--- src/rtl/mul_share_resp_pkg.sv ---
// Shared types for the shared-multiplier request/response protocol: request
// (mulit) and result (mulot) records, port ids, and the per-port hold-buffer step.
package mul_share_resp_pkg;

  localparam int unsigned MUL_AW  = 27;
  localparam int unsigned MUL_LAT = 2;

  typedef enum logic {
    P_DBL = 1'b0,
    P_SGL = 1'b1
  } port_e;

  typedef struct packed {
    logic              en;
    port_e             tag;
    logic [MUL_AW-1:0] req_in_1;
    logic [MUL_AW-1:0] req_in_2;
  } mulit_t;

  typedef struct packed {
    logic                vld;
    port_e               tag;
    logic [2*MUL_AW-1:0] out;
  } mulot_t;

  typedef struct packed {
    mulit_t hold;
    logic   drop;
  } hold_upd_t;

  // Next hold entry for one port. A valid hold always issues before the live
  // request, so a live request that meets a stalled hold has nowhere to go.
  function automatic hold_upd_t hold_step(mulit_t hold, mulit_t live, logic issued);
    hold_upd_t r;
    r.hold = hold;
    r.drop = 1'b0;
    if (hold.en) begin
      if (issued)       r.hold = live;
      else if (live.en) r.drop = 1'b1;
    end else if (live.en && !issued) begin
      r.hold = live;
    end
    return r;
  endfunction

endpackage

--- src/rtl/mul_share_resp_pipe.sv ---
// LAT-stage registered unsigned multiplier; valid and port tag ride with the data,
// and data registers only load on a valid beat so the output holds its last product.
module mul_pipe
  import mul_share_resp_pkg::*;
#(
  parameter int unsigned LAT = MUL_LAT
) (
  input  logic   clk,
  input  logic   reset,
  input  mulit_t in_i,
  output mulot_t out_o
);

  mulot_t stage_q [LAT];
  logic [2*MUL_AW-1:0] prod;

  assign prod = (2*MUL_AW)'(in_i.req_in_1) * (2*MUL_AW)'(in_i.req_in_2);

  always_ff @(posedge clk or posedge reset) begin
    if (reset) begin
      // NOTE: the data registers are reset as well, because the last product
      // is visible on the port and must read as zero after reset.
      for (int s = 0; s < LAT; s++) stage_q[s] <= '0;
    end else begin
      stage_q[0].vld <= in_i.en;
      if (in_i.en) begin
        stage_q[0].tag <= in_i.tag;
        stage_q[0].out <= prod;
      end
      for (int s = 1; s < LAT; s++) begin
        stage_q[s].vld <= stage_q[s-1].vld;
        if (stage_q[s-1].vld) begin
          stage_q[s].tag <= stage_q[s-1].tag;
          stage_q[s].out <= stage_q[s-1].out;
        end
      end
    end
  end

  assign out_o = stage_q[LAT-1];

endmodule

--- src/rtl/mul_share_resp.sv ---
// Responder for two initiators sharing one pipelined multiplier: per-port one-deep
// hold buffer, port-0 priority with a port-1 starvation override, tagged results.
module mul_share_resp
  import mul_share_resp_pkg::*;
#(
  parameter int unsigned LAT    = MUL_LAT,
  parameter int unsigned AW     = MUL_AW,
  parameter int unsigned STARVE = 3
) (
  input  logic            clk,
  input  logic            reset,
  input  logic            req0_en,
  input  logic [AW-1:0]   req0_a,
  input  logic [AW-1:0]   req0_b,
  input  logic            req1_en,
  input  logic [AW-1:0]   req1_a,
  input  logic [AW-1:0]   req1_b,
  output logic [1:0]      rdy,
  output logic [1:0]      res_vld,
  output logic [2*AW-1:0] res_out,
  output logic [1:0]      ovf
);

  localparam int unsigned SW = $clog2(STARVE + 1);

  mulit_t         hold0_q, hold1_q, live0, live1, cand0, cand1, issue;
  hold_upd_t      upd0, upd1;
  logic [SW-1:0]  starve_q, starve_d;
  logic [1:0]     ovf_q, ovf_d;
  logic           force1, issue0, issue1;
  mulot_t         pout;

  always_comb begin
    live0 = '{en: req0_en, tag: P_DBL, req_in_1: req0_a, req_in_2: req0_b};
    live1 = '{en: req1_en, tag: P_SGL, req_in_1: req1_a, req_in_2: req1_b};
    cand0 = hold0_q.en ? hold0_q : live0;
    cand1 = hold1_q.en ? hold1_q : live1;

    force1 = hold1_q.en && (starve_q >= SW'(STARVE));
    issue0 = cand0.en && !force1;
    issue1 = cand1.en && !issue0;

    issue = '0;
    if (issue0)      issue = cand0;
    else if (issue1) issue = cand1;

    upd0 = hold_step(hold0_q, live0, issue0);
    upd1 = hold_step(hold1_q, live1, issue1);

    // Count only while hold1 waits; any issue or empty hold restarts the count.
    starve_d = '0;
    if (hold1_q.en && !issue1)
      starve_d = (starve_q >= SW'(STARVE)) ? starve_q : starve_q + 1'b1;

    ovf_d = ovf_q | {upd1.drop, upd0.drop};
  end

  always_ff @(posedge clk or posedge reset) begin
    if (reset) begin
      hold0_q  <= '0;
      hold1_q  <= '0;
      starve_q <= '0;
      ovf_q    <= '0;
    end else begin
      hold0_q  <= upd0.hold;
      hold1_q  <= upd1.hold;
      starve_q <= starve_d;
      ovf_q    <= ovf_d;
    end
  end

  mul_pipe #(.LAT(LAT)) u_pipe (
    .clk   (clk),
    .reset (reset),
    .in_i  (issue),
    .out_o (pout)
  );

  assign rdy     = {~hold1_q.en, ~hold0_q.en};
  assign ovf     = ovf_q;
  assign res_vld = pout.vld ? ((pout.tag == P_SGL) ? 2'b10 : 2'b01) : 2'b00;
  assign res_out = pout.out;

endmodule

--- config.mk ---
export PLATFORM = sky130hd
export DESIGN_NAME = mul_share_resp
export DESIGN_NICKNAME = d
export VERILOG_FILES = /design/src/rtl/mul_share_resp_pkg.sv /design/src/rtl/mul_share_resp_pipe.sv /design/src/rtl/mul_share_resp.sv
export SDC_FILE = /design/constraint.sdc
export NUM_CORES = 2
export LEC_CHECK = 0
export CORE_ASPECT_RATIO = 0.6
export CORE_MARGIN = 3
export CORE_UTILIZATION = 47
export CTS_CLUSTER_SIZE = 40
export DETAILED_ROUTE_END_ITERATION = 10
export GPL_TIMING_DRIVEN = 0
export SLEW_MARGIN = 5
export SYNTH_ARGS = -nofsm -noshare
export SYNTH_HDL_FRONTEND = slang
export SYNTH_SLANG_ARGS = --single-unit
--- constraint.sdc ---
create_clock -name clk -period 26.7 [get_ports clk]
set_clock_uncertainty 0.2 [all_clocks]
set_input_delay 8.01 -clock clk [delete_from_list [all_inputs] [get_ports clk]]
set_output_delay 8.01 -clock clk [all_outputs]
set_load 0.02 [all_outputs]
* After elaboration in Yosys (flattened, before gate mapping) *
Index checks and enable logic that the tools add are counted.

storage, ports and cells
  flip-flop bits (word level) = 228
  logic and storage cells = 58

operators by class
  add/subtract/negate cells = 1
  $mul = 1
  $lt $le $gt $ge = 1
  equal/unequal tests = 3
  mux-type cells = 20
  bitwise gates (word level) = 3
  reduce and logical (&&, ||, !) cells = 13

operators by type and width
  kind                 number
  $mux 56              10
  $mul 27x27->54       1
  $mux 2               4
  $logic_and 1x1->1    6
  $mux 1               6
  $ne 2x1->1 const B   2
  $reduce_and 2->1     2
  $reduce_bool 2->1    2
  $logic_not 1->1      3
  $add 2x1->2 const B  1
  $ge 2x2->1 const B   1
  $ne 2x2->1 const B   1
  $not 1->1            2
  $or 2x2->2           1

* Logic depth before layout (Yosys ltp) *
  depth after elaboration = 10
  gate-level depth with buffers = 33
  mapped depth without buffers = 29

* Cells and area by module *
From an unflattened synthesis, not the netlist that was laid out.

unflattened totals
  cell total of the unflattened synthesis = 3536
  area total of the unflattened synthesis = 34171.5 µm²

by module, submodules not included
  module          times used  cells an instance  area an instance (µm²)  seq. area each (µm²)
  mul_pipe        1           3081               28343.4                 2802.7
  mul_share_resp  1           455                5828.1                  2877.8

* Worst setup path before layout *
Ideal clock, no wire load.

  path kind = in2reg
  from = in req0_en
  to = reg u_pipe.stage_q[109] in the netlist's numbering
  library setup time = 0.094 ns
  arrival = 15.564 ns
  required time = 26.406 ns
  setup slack = 10.842 ns
  cell stages on the path = 27
  path buffers = 4
  cell sequence = o21ai_1 > clkbuf_1 > buf_1 > o21a_1 > clkbuf_1 > buf_1 > nand2_1 > fa_1 > inv_1 > fa_1 > inv_1 > fa_1 > fa_1 > fa_1 > inv_1 > fa_1 > inv_1 > fa_1 > inv_1 > ha_1 > nand4_1 > nor4_2 > a21oi_2 > o41a_1 > or4_1 > a21o_1 > a211oi_1

on the way
  longest elaborated chain between the ends = 7

ends and longest elaborated chain
  what                line                       text
  start: declaration  mul_share_resp.sv:12       input logic req0_en,
  $mux 56 *           mul_share_resp.sv:36       cand0 = hold0_q.en ? hold0_q : live0;
  $logic_and 1x1->1   mul_share_resp.sv:40       issue0 = cand0.en && !force1;
  $logic_not 1->1     mul_share_resp.sv:41       issue1 = cand1.en && !issue0;
  $logic_and 1x1->1   mul_share_resp.sv:41
  $mux 56             mul_share_resp.sv:45       else if (issue1) issue = cand1;
  $mux 56 *           mul_share_resp.sv:44       if (issue0) issue = cand0;
  $mul 27x27->54      mul_share_resp_pipe.sv:17  assign prod = (2*MUL_AW)'(in_i.req_in_1) * (2*MUL_AW)'(in_i.req_in_2);
  end: declaration    mul_share_resp_pipe.sv:14  mulot_t stage_q [LAT];

Mark *: on every way between the ends. The rest lies on a longest branch, timed or not.
A chain may end at the register's enable or synchronous reset.

* Worst setup path after layout *
  from = in req0_en
  to = reg u_pipe.stage_q[103] in the netlist's numbering

Same word-level chain as after synthesis.

==> metrics.yaml <==
outcome:
  status: "finished clean"
yosys:
  ys_ff_latch: 227
  yosysUniqueCellTypes: 62
  avgSynthCellArea_um2: 9.13
  syn_area_um2: 33900
  syn_nets: 4639
  async_flop_share_pct: 100
  synthCells: 3709
  synth_enable_flop_cells: 0
  yosysSeqAreaShare_pct: 16.8
  ys_warn_count: 0
  ys.flop_type: "dfrtp_1"
cts:
  clk_latency_ns: 0.59
  clk_pin_slew_worst_paths_ns: 0.07
  cts_tree: "done"
  cts_sinks: 227
  cts_root_buf: "clkbuf_16"
  postCtsHoldBufs: 0
  post_cts_buffers: 0
  clk_path_buf_depth: 3
  cts_resized: 0
  cts_buffers: 23
  h-tree-depth: 1
global_routing:
  antenna_found_initial: 4
  grt_usage_pct: 31.7
  first_global_vias: 27900
  grt_max_degree: 113
  grt-ovfl-total: 0
  grt_pass1_wl_um: 176000
worst_setup_path:
  rr_startpoint: "starve_q[0]"
  reg2reg_slack_ns: 14.58
  worstPathArrival_ns: 19.77
  end_kind: "register"
  rr_worst_depth: 30
  crit_top_cell: "fa_1"
  startpoint_type: "primary input"
  critPathBufInv: 10
  crit_type: "in -> reg"
  reg2reg_to: "u_pipe.stage_q[103]"
  critPathMaxFanout: 10
  required_ns: 26.95
  cp_slowest_cell: "a21boi_0"
  path_delay_family: "adder cells"
  critPathMaxStageDelay_ns: 0.84
detailed_routing:
  first_pass_iters: 5
  vias: 26800
  via_per_inst: 5.47
  final_antenna_net_count: 0
  first_iter_violations: 2685
  wirelength_um: 116000
  drc: 0
  wl_per_cell_um: 23.6
layout:
  drive_gt1_share_pct: 8.64
  ff_latch_area_um2: 5680
  fin_area_um2: 37900
  nFillCells: 6773
  nets: 4847
  areaGrowthSynthToFinish_pct: 11.9
  multi_input_area_um2: 24300
timing:
  slew_headroom_pct: 4.63
  whs_ns: 0.180
  worst_slack_ns: 7.18
  fin_crit_sh_pct: 73.1
  final.setup.tns_ns: 0
  report.final.slew_viol_count: 0
  rsz0062_at_grt: "false"
  setup_viol: 0
  finalWorstPathRequiredPeriod_ns: 19.52
  timing.final.hold_violations: 0
  worst_pin_slew_ns: 1.42
  max_freq_ghz: 0.0512
floorplan:
  core_um2: 70600
  row_count: 75
  die_w_um: 352
  ios: 172
  die-area_um2: 75400
  start_util_pct: 48.0
  dieHeight_um: 214
place:
  io_buffers: 171
  placed_cell_area_um2: 37100
  place.gp.congestion: 1.02
  post-place-ws_ns: 7.27
  dp.final_hpwl_um: 98100
worst_hold_path:
  hold_path.class: "reg -> reg"
  hold_end: "u_pipe.out_o[55]"
  whs_path_depth: 0
  min_from: "u_pipe.stage_q[111]"
run:
  max-cap-violations: 0
-- worst max-delay path by stage --
| stage | from | to | slack, ns | depth (start not counted) |
|---|---|---|---|---|
| 3_5_place_dp | req0_en | u_pipe.stage_q[103] | 7.27 | 29 |
| 5_1_grt | req0_en | u_pipe.stage_q[98] | 6.99 | 30 |
| 4_1_cts | req0_en | u_pipe.stage_q[103] | 7.83 | 29 |
| 6_report | req0_en | u_pipe.stage_q[103] | 7.18 | 29 |
| 2_1_floorplan | req0_en | u_pipe.stage_q[109] | 10.84 | 27 |
| 3_3_place_gp | req0_en | u_pipe.stage_q[98] | 7.31 | 29 |
-- cell usage after synthesis, drive strengths merged, types with 2 or more instances --
library cell | count | area [um2]
a211oi | 22 | 165
a21boi | 3 | 22.5
a21o | 19 | 143
a21oi | 94 | 478
a221o | 4 | 40.0
a22o | 2 | 17.5
a31oi | 21 | 131
a41oi | 3 | 26.3
and2 | 51 | 319
and3 | 6 | 37.5
buf | 77 | 495
clkbuf | 168 | 631
dfrtp | 227 | 5680
fa | 624 | 12500
ha | 194 | 2430
inv | 750 | 2820
mux2 | 200 | 2250
mux2i | 4 | 40.0
nand2 | 612 | 2300
nand2b | 11 | 68.8
nand3 | 25 | 125
nand4 | 12 | 75.1
nor2 | 293 | 1100
nor2b | 20 | 125
nor3 | 10 | 50.1
nor4 | 3 | 25.0
o211ai | 39 | 293
o21a | 41 | 308
o21ai | 89 | 460
o21bai | 10 | 75.1
o31ai | 6 | 45.0
or2 | 3 | 18.8
xnor2 | 30 | 263
xor2 | 15 | 131
-- routing by layer --
layer,part of all wire [%],global-route usage [%]
met2,39,43.7
met3,15,13.8
met1,44,46.0
met5,0.019,0
met4,2.5,7.01
-- registers in the layout, summed over array words and instances, names as in the netlist --
name            cells
u_pipe.out_o       56
hold1_q            56
hold0_q            55
starve_q            2
u_pipe.stage_q     56
ovf                 2
-- final cells by class --
| cell class | count | share of cell area (%) |
|---|---|---|
| Buffer | 245 | 2.97 |
| Clock buffer | 32 | 1.79 |
| Inverter | 750 | 7.45 |
| Tap cell | 962 | 3.18 |
| Clock inverter | 9 | 0.350 |
| Timing Repair Buffer | 183 | 4.98 |
| Sequential cell | 227 | 15.0 |
| Antenna cell | 4 | 0.0264 |
| Multi-Input combinational cell | 2487 | 64.3 |
-- cell families (layout without fill, tap and decap cells) --
logic type | count (synthesis) | in the layout | synth area share [%]
AOI/OAI and AO/OA | 366 | 366 | 6.86
adders and majority gates | 818 | 818 | 44.1
DFF | 227 | 227 | 16.8
and+or+nand+nor | 1054 | 1054 | 12.7
xor gates and xnor gates | 45 | 45 | 1.16
other | 0 | 4 | 0
muxes | 204 | 204 | 6.77
buffers and inverters | 995 | 1219 | 11.6
-- placed cells by master, fill, tap and decap left out, types with 22 or more instances in the layout --
cell             instances
and2_1                  51
o21ai_1                 28
o211ai_1                39
inv_1                  749
buf_4                   56
ha_1                   194
clkbuf_1               170
clkbuf_16               23
mux2_2                 200
nor2_1                 293
a211oi_1                22
o21a_1                  41
o21ai_0                 51
nand3_1                 25
fa_1                   624
xnor2_1                 30
clkdlybuf4s50_1        171
nand2_1                612
dfrtp_1                227
a21oi_1                 91
-- per-stage QoR --
step / instances / util (%)
detailed placement: 4854 / 52.5
finish: 4899 / 53.7
CTS: 4895 / 53.7
floorplan: 3709 / -
global placement: 4842 / 52.1
global route: 4895 / 53.7
Power is left out: the tool's default activity adds up to more than one toggle a clock period on the data nets, which glitch-free logic cannot reach.
